### config.mk
export PLATFORM = sky130hd
export DESIGN_NAME = dm_sram_ctrl
export DESIGN_NICKNAME = d
export VERILOG_FILES = /design/src/rtl/dm_sram_ctrl_pkg.sv /design/src/rtl/dm_lane_align.sv /design/src/rtl/dm_sram_ctrl.sv
export SDC_FILE = /design/constraint.sdc
export NUM_CORES = 1
export LEC_CHECK = 0
export ABC_AREA = 1
export ABC_CLOCK_PERIOD_IN_PS = 3000
export CORE_MARGIN = 8
export CORE_UTILIZATION = 48
export CTS_CLUSTER_DIAMETER = 40
export DETAILED_ROUTE_END_ITERATION = 16
export PLACE_DENSITY = 0.87
export SYNTH_ARGS = -nofsm -noshare
export SYNTH_HDL_FRONTEND = slang
export SYNTH_SLANG_ARGS = --single-unit
### constraint.sdc
create_clock -name clk -period 3 [get_ports clk]
set_input_delay 0.45 -clock clk [delete_from_list [all_inputs] [get_ports clk]]
set_output_delay 0.45 -clock clk [all_outputs]
set_load 0.005 [all_outputs]
### src/rtl/dm_sram_ctrl_pkg.sv
// dm_sram_ctrl_pkg: FSM state encoding, request direction and dm_* size codes.
// Also holds the misalignment rule that the DM_ALIGN_CHECK_EN build of dm_sram_ctrl uses.
package dm_sram_ctrl_pkg;

    typedef enum logic [2:0] {
        ST_IDLE,
        ST_RD,
        ST_WR,
        ST_WR_HOLD,
        ST_ACK
    } state_t;

    localparam logic       DM_RW_READ  = 1'b1;
    localparam logic [3:0] DM_WBE_BYTE = 4'b1110;
    localparam logic [3:0] DM_WBE_HALF = 4'b1100;
    localparam logic [3:0] DM_WBE_WORD = 4'b0000;
    localparam logic [3:0] DM_WBE_NONE = 4'b1111;

    function automatic logic is_misaligned(input logic [3:0] wbe_n, input logic [1:0] sh);
        return (wbe_n == DM_WBE_HALF && sh[0]) || (wbe_n == DM_WBE_WORD && sh != 2'd0);
    endfunction

endpackage

### src/rtl/dm_lane_align.sv
// dm_lane_align: moves right-justified store data and enables onto their byte lanes by sh.
// It also right-justifies the raw SRAM word for loads; lanes shifted past byte 3 are dropped.
module dm_lane_align (
    input  logic [1:0]  sh,
    input  logic [3:0]  wbe_n,
    input  logic [31:0] wdata,
    input  logic [31:0] rdata_raw,
    output logic [3:0]  be_n,
    output logic [31:0] wdata_al,
    output logic [31:0] rdata_rj
);

    assign be_n     = ~(4'(~wbe_n) << sh);
    assign wdata_al = wdata << {sh, 3'b000};
    assign rdata_rj = rdata_raw >> {sh, 3'b000};

endmodule

### src/rtl/dm_sram_ctrl.sv
// dm_sram_ctrl: dm_* responder driving an asynchronous 32-bit SRAM with a wait-state FSM.
// Defining DM_ALIGN_CHECK_EN adds dm_misalign_o and rejects misaligned half/word accesses.
module dm_sram_ctrl
    import dm_sram_ctrl_pkg::*;
#(
    parameter int SRAM_AW    = 20,
    parameter int READ_WAIT  = 1,
    parameter int WRITE_WAIT = 1
) (
    input  logic               clk,
    input  logic               rst,
    input  logic               dm_req_i,
    input  logic               dm_rw_i,
    input  logic [31:0]        dm_addr_i,
    input  logic [3:0]         dm_wbe_n_i,
    input  logic [31:0]        dm_wdata_i,
    output logic [31:0]        dm_rdata_o,
    output logic               dm_ack_o,
    output logic               dm_busy_o,
    output logic [SRAM_AW-1:0] sram_addr_o,
    output logic               sram_ce_n_o,
    output logic               sram_oe_n_o,
    output logic               sram_we_n_o,
    output logic [3:0]         sram_be_n_o,
    output logic [31:0]        sram_wdata_o,
    output logic               sram_wdata_oe_o,
`ifdef DM_ALIGN_CHECK_EN
    output logic               dm_misalign_o,
`endif
    input  logic [31:0]        sram_rdata_i
);

    localparam logic [2:0] RD_LAST = 3'(READ_WAIT);
    localparam logic [2:0] WR_LAST = 3'(WRITE_WAIT);

    state_t             state, state_n;
    logic [2:0]         cnt;
    logic [1:0]         sh_q, sh;
    logic               accept, mis;
    logic [3:0]         be_al;
    logic [31:0]        wdata_al, rdata_rj;
    logic               ce_n_d, oe_n_d, we_n_d, wdata_oe_d, ack_d;
    logic [3:0]         be_n_d;
    logic [SRAM_AW-1:0] addr_d;
    logic [31:0]        wdata_d, rdata_d;
    logic               addr_unused;

    assign addr_unused = ^dm_addr_i[31:SRAM_AW+2];
    assign accept      = dm_req_i && (state == ST_IDLE || state == ST_ACK);
    assign dm_busy_o   = state inside {ST_RD, ST_WR, ST_WR_HOLD};
    // Incoming offset aligns store data on acceptance; the latched offset aligns load data.
    assign sh          = accept ? dm_addr_i[1:0] : sh_q;

`ifdef DM_ALIGN_CHECK_EN
    assign mis = is_misaligned(dm_wbe_n_i, dm_addr_i[1:0]);
`else
    assign mis = 1'b0;
`endif

    dm_lane_align u_align (
        .sh        (sh),
        .wbe_n     (dm_wbe_n_i),
        .wdata     (dm_wdata_i),
        .rdata_raw (sram_rdata_i),
        .be_n      (be_al),
        .wdata_al  (wdata_al),
        .rdata_rj  (rdata_rj)
    );

    always_ff @(posedge clk) begin
        state <= rst ? ST_IDLE : state_n;
        cnt   <= (rst || state_n != state) ? 3'd0 : cnt + 3'd1;
        sh_q  <= rst ? 2'd0 : sh;
    end

    always_comb begin
        state_n = state;
        case (state)
            ST_IDLE, ST_ACK: state_n = !accept                      ? ST_IDLE :
                                       mis                          ? ST_ACK  :
                                       dm_rw_i == DM_RW_READ        ? ST_RD   :
                                       dm_wbe_n_i == DM_WBE_NONE    ? ST_ACK  : ST_WR;
            ST_RD:           state_n = cnt == RD_LAST ? ST_ACK : ST_RD;
            ST_WR:           state_n = cnt == WR_LAST ? ST_WR_HOLD : ST_WR;
            ST_WR_HOLD:      state_n = ST_ACK;
            default:         state_n = ST_IDLE;
        endcase
    end

    // Next values of the registered outputs, derived from the state being entered.
    always_comb begin
        ce_n_d     = !(state_n inside {ST_RD, ST_WR, ST_WR_HOLD});
        oe_n_d     = state_n != ST_RD;
        we_n_d     = state_n != ST_WR;
        wdata_oe_d = state_n inside {ST_WR, ST_WR_HOLD};
        ack_d      = state_n == ST_ACK;
        be_n_d     = state_n == ST_RD                     ? 4'h0        :
                     (accept && state_n == ST_WR)         ? be_al       :
                     state_n inside {ST_WR, ST_WR_HOLD}   ? sram_be_n_o : 4'hF;
        addr_d     = accept ? dm_addr_i[SRAM_AW+1:2] : sram_addr_o;
        wdata_d    = (accept && state_n == ST_WR) ? wdata_al : sram_wdata_o;
        rdata_d    = (state == ST_RD && state_n == ST_ACK) ? rdata_rj : dm_rdata_o;
    end

    always_ff @(posedge clk) begin
        if (rst) begin
            sram_ce_n_o     <= 1'b1;
            sram_oe_n_o     <= 1'b1;
            sram_we_n_o     <= 1'b1;
            sram_be_n_o     <= 4'hF;
            sram_wdata_oe_o <= 1'b0;
            sram_addr_o     <= '0;
            sram_wdata_o    <= '0;
            dm_rdata_o      <= '0;
            dm_ack_o        <= 1'b0;
        end else begin
            sram_ce_n_o     <= ce_n_d;
            sram_oe_n_o     <= oe_n_d;
            sram_we_n_o     <= we_n_d;
            sram_be_n_o     <= be_n_d;
            sram_wdata_oe_o <= wdata_oe_d;
            sram_addr_o     <= addr_d;
            sram_wdata_o    <= wdata_d;
            dm_rdata_o      <= rdata_d;
            dm_ack_o        <= ack_d;
        end
    end

`ifdef DM_ALIGN_CHECK_EN
    always_ff @(posedge clk) dm_misalign_o <= !rst && accept && mis;
`endif

endmodule

==> results of run 1 <==
[path summary, 6_finish.rpt]
path,end,slack (ns),startpoint
worst max-delay path,dm_rdata_o[22]$_SDFFE_PP0P_,0.89,state[0]$_SDFF_PP0_
worst max register to register,dm_rdata_o[22]$_SDFFE_PP0P_,0.89,state[0]$_SDFF_PP0_
worst min-delay path,sram_wdata_o[6]$_SDFFE_PP0P_,0.47,sram_wdata_o[6]$_SDFFE_PP0P_
worst min register to register,sram_wdata_o[6]$_SDFFE_PP0P_,0.47,sram_wdata_o[6]$_SDFFE_PP0P_
[cell usage in the layout, fill, tap and decap left out, types with 2 or more instances in the layout]
cell type        netlist  final
nand3_1              135    135
clkdlybuf4s50_1        0    186
clkbuf_8               0     10
inv_2                  5      5
nand2_2                3      3
nand2_1              167    167
buf_4                 10      9
dfxtp_1              101    101
nand4_1               10     10
buf_12                 0      2
nor3_1                 5      5
a31oi_1                2      2
a21oi_1               38     38
nor2_1               114    114
inv_1                110    110
o21ai_0               46     46
ha_1                   2      2
[flip-flops by register name, summed over array words and instances (netlist names)]
register,cells
sram_be_n_o,4
dm_ack_o,1
sram_addr_o,20
dm_rdata_o,32
cnt,3
sram_oe_n_o,1
state,3
sh_q,2
sram_ce_n_o,1
sram_we_n_o,1
sram_wdata_o,32
sram_wdata_oe_o,1
[synthesized netlist by cell type (2+ instances only)]
| cell type | instances |
|---|---|
| a21oi_1 | 38 |
| a31oi_1 | 2 |
| buf_2 | 21 |
| buf_4 | 10 |
| buf_6 | 3 |
| clkbuf_1 | 17 |
| dfxtp_1 | 101 |
| ha_1 | 2 |
| inv_1 | 110 |
| inv_2 | 5 |
| nand2_1 | 167 |
| nand2_2 | 3 |
| nand3_1 | 135 |
| nand4_1 | 10 |
| nor2_1 | 114 |
| nor3_1 | 5 |
| o21ai_0 | 46 |
[stage by stage]
stage / utilization (%) / hold WS [ns] / power [mW] / instance area (um2) / setup slack, ns
finish: 69.3 / 0.469 / 3.39 / 7150 / 0.890
global route: 69.3 / 0.492 / 3.58 / 7150 / 0.608
CTS: 69.3 / 0.470 / 3.41 / 7150 / 0.899
detailed placement: 67.4 / 0.456 / 2.53 / 6960 / 0.597
global placement: 67.4 / 0.450 / 2.51 / 6960 / 0.633
floorplan: - / 0.437 / 2.10 / 5090 / 1.50
[power by group]
part / switching [mW] / internal, mW
registers: 0.0553 / 1.45
clock network: 0.486 / 0.408
logic: 0.529 / 0.466
[kinds of logic after synthesis]
group,count (synthesis),synth area share [%]
AND/OR/NAND/NOR,438,36.7
buffers and inverters,167,14.0
flip-flops,101,39.7
AO/OA/AOI/OAI,88,8.94
adder cells (fa/ha/maj),2,0.491
XOR/XNOR,1,0.172
[critical path, delay by kind of cell (launching register included)]
family | cells | cell delay (ns)
compound gates | 2 | 0.27
buf+inv | 3 | 0.75
flops | 1 | 0.54
simple gates | 2 | 0.48
[layer usage]
layer  GRT usage (%)  vias to the layer above  wire, um  share of wire (%)
met5               0                        -         0                  0
met4            10.8                        0       693                4.4
met3            8.31                       41      1520                9.6
met2            36.2                      228      7360                 47
met1            23.0                     2463      6190                 39
li1                -                     2813         -                  -
[layout make-up]
class / count / share of cell area (%)
clock inverter: 5 / 0.840
inverter: 115 / 6.03
sequential: 101 / 28.3
clock buffer: 10 / 1.92
timing repair buffer: 198 / 27.6
tap: 136 / 2.38
multi-input combinational: 529 / 33.0
==> flow_summary.toml, run 1 <==
[outcome]
run_status = "complete, no violations"

[floorplan]
top_level_ports = 198
die_x_um = 119
die_area_mm2 = 0.0142
fp.dieH_um = 119
initial_standard_cell_utilization_of_the_core_pct = 49.3
core_mm2 = 0.0103
fp-row-count = 37

[timing]
timing_worst_slew_pin_value_ns = 0.723
hold_viol_final = 0
timing.final.crit_share_pct = 70.3
tns_ns = 0
drv_slew = 0
timing.max_slew.rel_slack_pct = 51.8
fin_crit_ns = 2.11
achievable-frequency_mhz = 474
grt_setup_unrepaired = "false"
setup_violations = 0
clock_skew_ns = 0.0117

[worst_setup_path]
path_cells = "inv_1 -> nor3_1 -> nand2_1 -> inv_2 -> buf_12 -> o21ai_0 -> a21oi_1"
cp_data_required_time_ns = 3.30
critPathArrivalTime_ns = 2.41
worst_setup_path_end_kind = "register"
timing.critical_path.fanout_max = 39
critical_path_class = "register to register"
cpMaxStageDelayCell = "dfxtp_1"
critical_path.max_stage_delay_ns = 0.54
critPathLaunchType = "register"
number_of_cell_instances_on_the_worst_register_to_register_path = 7

[clock_network]
cts-htree-levels = 3
cts-hold-fix-buffers = 0
clock_tree_from_tritoncts = "yes"
postCtsResizedCells = 0
clkSlewWorstSetupHoldPaths_ns = 0.10
cts_inserted_buffers = 9
insertion_delay_ns = 0.36
max-clock-path-buffers = 2
clk_root_buffer_cell = "clkbuf_8"
numClockSinks = 101
postCtsSetupBuffers = 0

[finish]
layout_cells_excl_fill = 1094
multi_input_area_mm2 = 0.00236
area.sequential_mm2 = 0.00202
antenna-diode-count = 0
areaGrowthSynthToFinish_pct = 40.5
drive_gt1_share_pct = 4.07
finalNetCount = 1060
fillerInstances = 902

[route]
totalWireLength_um = 15800
via_density_per_instance = 5.07
initial_drt_pass_iterations = 8
detailroute.via_count = 5545
wire_per_inst_um = 14.4
detail_route.iter0.violations = 435
antenna_left = 0
drc_violations_left = 0

[synthesis]
syn-num-nets = 903
cells_after_synth = 797
synthesis.area_mm2 = 0.00509
synth_cell_type_count = 25
synthArstFlopShare_pct = 0
synth_largest_area_cell = "dfxtp_1"
yosysSeqAreaShare_pct = 39.7
edff_count_synth = 0
synthDominantCellAreaShare_pct = 39.7
synth.avg_cell_area_um2 = 6.39
number_of_synthesized_register_bits = 101
synth_warnings = 0
most_instantiated_flip_flop_cell_in_the_synthesis_netlist = "dfxtp_1"
top_area_cells_in_the_synthesized_netlist = "dfxtp_1, nand3_1, nand2_1, nor2_1, inv_1"

[job]
max_cap_violations = 0

[placed_design]
detailed_place_hpwl_um = 11400
port_buffers = 187
dp.cells = 1079
final_weighted_congestion_of_routability_driven_global_placement = 0.887

[global_route]
maximum_number_of_pins_on_one_net_before_global_route_repair = 70
grt_first_pass_wirelength_um = 25200
first_global_vias = 5210
grt.overflow.total = 0
gr-usage-all-layers_pct = 21.5
grt_antenna_before_repair = 0

[pwr]
worst_vdd_drop_mv = 0.275
p_leak_nw = 3.32
p_per_area_mw_per_mm2 = 474

[worst_hold_path]
hold_path_class = "register to register"
whs_path_depth = 2
(Power assumes the default switching activity.)
==> inputs of run 2 (changes only) <==
- ABC_CLOCK_PERIOD_IN_PS: 3000 -> 2100
- CORE_UTILIZATION: 48 -> 44
- PLACE_DENSITY: 0.87 -> 0.81
- clock period: 3 -> 2.1 ns (I/O delays scaled with it)
==> flow_summary.toml, run 2 (synthesized netlist as in run 1, its figures left out) <==
[outcome]
run_status = "complete, no violations"

[finish]
fillerInstances = 1017
biggestRegsByFlops = "dm_rdata_o x32, sram_wdata_o x32, sram_addr_o x20"
finish.utilization_pct = 65.2
drive_gt1_share_pct = 5.44
mostFrequentLayoutCells = "clkdlybuf4s50_1, nand2_1, nand3_1, nor2_1, inv_1"
final_common_cell = "clkdlybuf4s50_1"
areaGrowthSynthToFinish_pct = 45.5
layout.cell_area.non_filler_mm2 = 0.00741
finalNetCount = 1075
antenna-diode-count = 0

[clock_network]
cts-htree-levels = 3
postCtsSetupBuffers = 0
postCtsResizedCells = 0
cts_inserted_buffers = 9
insertion_delay_ns = 0.34
max-clock-path-buffers = 2
cts-hold-fix-buffers = 0
clkSlewWorstSetupHoldPaths_ns = 0.07
clock_tree_from_tritoncts = "yes"
clk_root_buffer_cell = "clkbuf_16"
numClockSinks = 101

[global_route]
grt.overflow.total = 0
grt_first_pass_wirelength_um = 25100
first_global_vias = 5022
grt_antenna_before_repair = 0
maximum_number_of_pins_on_one_net_before_global_route_repair = 53
gr-usage-all-layers_pct = 20.6

[pwr]
worst_vdd_drop_mv = 0.708
p_per_area_mw_per_mm2 = 720
p_total_mw = 5.33
p_leak_nw = 3.45

[worst_hold_path]
whs_path_depth = 3
hold_path_class = "primary input to register"

[timing]
tns_ns = 0
fin_crit_ns = 1.81
fin_ws_ns = 0.286
achievable-frequency_mhz = 551
hold_viol_final = 0
timing.final.crit_share_pct = 86.4
clock_skew_ns = 0.00684
setup_violations = 0
timing.max_slew.rel_slack_pct = 58.4
drv_slew = 0
timing_worst_slew_pin_value_ns = 0.624
grt_setup_unrepaired = "false"

[worst_setup_path]
number_of_cell_instances_on_the_worst_register_to_register_path = 7
worst_setup_path_end_kind = "output pin"
cpMaxStageDelayCell = "clkdlybuf4s50_1"
critical_path_class = "register to output pin"
critPathLaunchType = "register"
timing.critical_path.fanout_max = 5
critPathArrivalTime_ns = 1.50
cp_data_required_time_ns = 1.78
path_cells = "nor2_4 -> nor2_1 -> clkdlybuf4s50_1"
critical_path.max_stage_delay_ns = 0.51

[job]
max_cap_violations = 0

[placed_design]
post-place-ws_ns = 0.0544
placed_cell_area_mm2 = 0.00711
detailed_place_hpwl_um = 11900
port_buffers = 187
final_weighted_congestion_of_routability_driven_global_placement = 0.820

[route]
initial_drt_pass_iterations = 5
antenna_left = 0
totalWireLength_um = 16200
drc_violations_left = 0
detail_route.iter0.violations = 347
via_density_per_instance = 4.90
wire_per_inst_um = 14.5
detailroute.via_count = 5475

[floorplan]
die_x_um = 124
fp-row-count = 39
top_level_ports = 198
fp.dieH_um = 124
core_mm2 = 0.0114
initial_standard_cell_utilization_of_the_core_pct = 44.8
die_area_mm2 = 0.0153
run 2: changes by cell type in the layout (fill, tap and decap cells not counted), moves of 3 or more:
cell,change
clkbuf_8,-9
clkbuf_16,+9
buf_12,+3
buf_4,+12
clkbuf_1,+3
run 2: report_power, final:
| part | internal (mW) | switching (mW) |
|---|---|---|
| clock network | 0.959 | 0.716 |
| registers | 2.07 | 0.0778 |
| logic | 0.733 | 0.780 |
run 2: worst max-delay path: cells and delay by family (launching register included):
family	cells	cell delay (ns)
buffers and inverters	1	0.51
DFF	1	0.45
and+or+nand+nor	2	0.19
run 2: layout make-up:
class / instances / area, um2 / area share, %
clock buffer: 13 / 250 / 3.38
clock inverter: 3 / 45.0 / 0.608
inverter: 115 / 432 / 5.82
multi-input combinational: 529 / 2360 / 31.8
sequential: 101 / 2020 / 27.3
tap: 143 / 179 / 2.41
timing repair buffer: 213 / 2120 / 28.7
run 2: per-layer routing:
layer | global-route usage [%] | vias to the layer above | part of all wire [%]
li1 | - | 2848 | -
met1 | 23.5 | 2431 | 40
met2 | 34.9 | 178 | 49
met3 | 7.89 | 18 | 9.4
met4 | 6.32 | 0 | 1.7
met5 | 0 | - | 0
run 2: final timing paths:
check / from / end / slack, ns
worst min register to register: sram_wdata_o[6]$_SDFFE_PP0P_ / sram_wdata_o[6]$_SDFFE_PP0P_ / 0.47
worst max register to register: state[0]$_SDFF_PP0_ / dm_rdata_o[30]$_SDFFE_PP0P_ / 0.29
worst max-delay path: state[1]$_SDFF_PP0_ / dm_busy_o / 0.29
worst min-delay path: rst / sram_ce_n_o$_SDFF_PP1_ / 0.38
run 2: stage by stage:
stage,std cells,hold slack [ns]
floorplan,797,0.437
global placement,1101,0.452
detailed placement,1101,0.453
CTS,1117,0.365
global route,1117,0.414
finish,1117,0.385
==> inputs of run 3 (changes only) <==
- PLACE_DENSITY: 0.81 -> 0.9
- TNS_END_PERCENT: not set -> 20
==> flow_summary.toml, run 3 (synthesized netlist as in run 1, its figures left out) <==
[job]
max_cap_violations = 0

[pwr]
pwr-share-clk_pct = 33.1
p_comb_share_pct = 27.6
worst_vdd_drop_mv = 0.421
sw_frac_of_total_pct = 29.2
p_per_area_mw_per_mm2 = 736
p_leak_nw = 3.45
sequentialPowerShare_pct = 39.3
power.internal_mw = 3.87
net-switching-power_mw = 1.60

[clock_network]
insertion_delay_ns = 0.34
clk_root_buffer_cell = "clkbuf_16"
clkSlewWorstSetupHoldPaths_ns = 0.07
cts-hold-fix-buffers = 0
cts-htree-levels = 3
numClockSinks = 101
max-clock-path-buffers = 2
clock_tree_from_tritoncts = "yes"
cts_inserted_buffers = 9

[worst_setup_path]
critPathLaunchType = "register"
critical_path.max_stage_delay_ns = 0.37
timing.critical_path.fanout_max = 29
cp_data_required_time_ns = 2.37
worst_path_dominant_cell_family = "buffers and inverters"
critical_path_class = "register to register"
cpMaxStageDelayCell = "dfxtp_1"
critPathArrivalTime_ns = 2.07
worst_setup_path_end_kind = "register"
worst-path-buf-inv = 3
path_cells = "ha_1 -> inv_1 -> nor2_1 -> nand2_1 -> inv_2 -> buf_4 -> o21ai_0 -> a21oi_1"

[finish]
layout.cell_area.non_filler_mm2 = 0.00743
biggestRegsByFlops = "dm_rdata_o x32, sram_wdata_o x32, sram_addr_o x20"
finalNetCount = 1071
mostFrequentLayoutCells = "clkdlybuf4s50_1, nand2_1, nand3_1, nor2_1, inv_1"
final_common_cell = "clkdlybuf4s50_1"
multi_input_area_mm2 = 0.00236
finish.utilization_pct = 65.4
areaGrowthSynthToFinish_pct = 46.0
antenna-diode-count = 0
layout_cells_excl_fill = 1112
fillerInstances = 979
area.sequential_mm2 = 0.00202
drive_gt1_share_pct = 5.26

[placed_design]
post-place-ws_ns = 0.0475
port_buffers = 187
dp.cells = 1097
detailed_place_hpwl_um = 12100
final_weighted_congestion_of_routability_driven_global_placement = 0.879
placed_cell_area_mm2 = 0.00711

[floorplan]
initial_standard_cell_utilization_of_the_core_pct = 44.8
core_mm2 = 0.0114
die_area_mm2 = 0.0153
fp.dieH_um = 124
top_level_ports = 198
die_x_um = 124
fp-row-count = 39

[timing]
tns_ns = 0
grt_setup_unrepaired = "false"
timing_worst_slew_pin_value_ns = 0.517
hold_viol_final = 0
clock_skew_ns = 0.00643
fin_crit_ns = 1.80
timing.final.crit_share_pct = 85.8
fin_ws_ns = 0.298
drv_slew = 0
timing.max_slew.rel_slack_pct = 65.3
setup_violations = 0
achievable-frequency_mhz = 555

[global_route]
gr-usage-all-layers_pct = 20.8
grt.overflow.total = 0
maximum_number_of_pins_on_one_net_before_global_route_repair = 51
grt_first_pass_wirelength_um = 25300
first_global_vias = 5232
grt_antenna_before_repair = 0

[route]
via_density_per_instance = 5.01
antenna_left = 0
wire_per_inst_um = 14.6
detail_route.iter0.violations = 483
drc_violations_left = 0
detailroute.via_count = 5574
totalWireLength_um = 16200
initial_drt_pass_iterations = 6

[worst_hold_path]
hold_path_class = "primary input to register"

[outcome]
run_status = "complete, no violations"
==> run 3: cell type report <==
type                       instances  share of cell area (%)
multi-input combinational        529                    31.7
timing repair buffer             209                    28.5
sequential                       101                    27.2
inverter                         115                    5.81
clock buffer                      10                    3.21
tap                              143                    2.41
clock inverter                     5                    1.13
==> run 3: power by group through the flow <==
stage          registers [mW]  logic [mW]  clock network [mW]
2_1_floorplan            2.19       0.799                   0
3_3_place_gp             2.18        1.47                   0
3_5_place_dp             2.19        1.51                   0
4_1_cts                  2.15        1.52                1.84
5_1_grt                  2.17        1.67                1.91
6_report                 2.15        1.51                1.81
==> run 3: worst paths after layout <==
check                                                   from                           end  slack (ns)  cells past startpoint
worst max-delay path                       cnt[0]$_SDFF_PP0_   dm_rdata_o[24]$_SDFFE_PP0P_        0.30                      8
worst min-delay path                                     rst   dm_rdata_o[19]$_SDFFE_PP0P_        0.45                      4
worst max register to register             cnt[0]$_SDFF_PP0_   dm_rdata_o[24]$_SDFFE_PP0P_        0.30                      8
worst min register to register  sram_wdata_o[0]$_SDFFE_PP0P_  sram_wdata_o[0]$_SDFFE_PP0P_        0.47                      2
==> run 3: layer usage <==
metal	vias up	track usage (%)	wire length, um
met2	206	33.9	7660
met4	0	11.5	670
met3	45	6.26	1420
met5	-	0	0
met1	2489	23.9	6480
li1	2834	-	-
==> run 3: per-stage QoR <==
stage	hold slack, ns	total power [mW]
final	0.451	5.47
after global routing	0.479	5.75
after CTS	0.437	5.50
after detailed placement	0.455	3.70
after global placement	0.452	3.66
after floorplan	0.437	2.99
==> run 3: tightest hold or removal path, cell delays in order <==
cell     delay [ns]
buf_2          0.12
inv_2          0.15
o21ai_0        0.11
a21oi_1        0.04
==> run 3: what timing repair did <==
| item | CTS | global route |
|---|---|---|
| endpoints found under the setup margin | 0 | 2 |
| setup buffers | 0 | 0 |
| gates resized for setup | 0 | 1 |
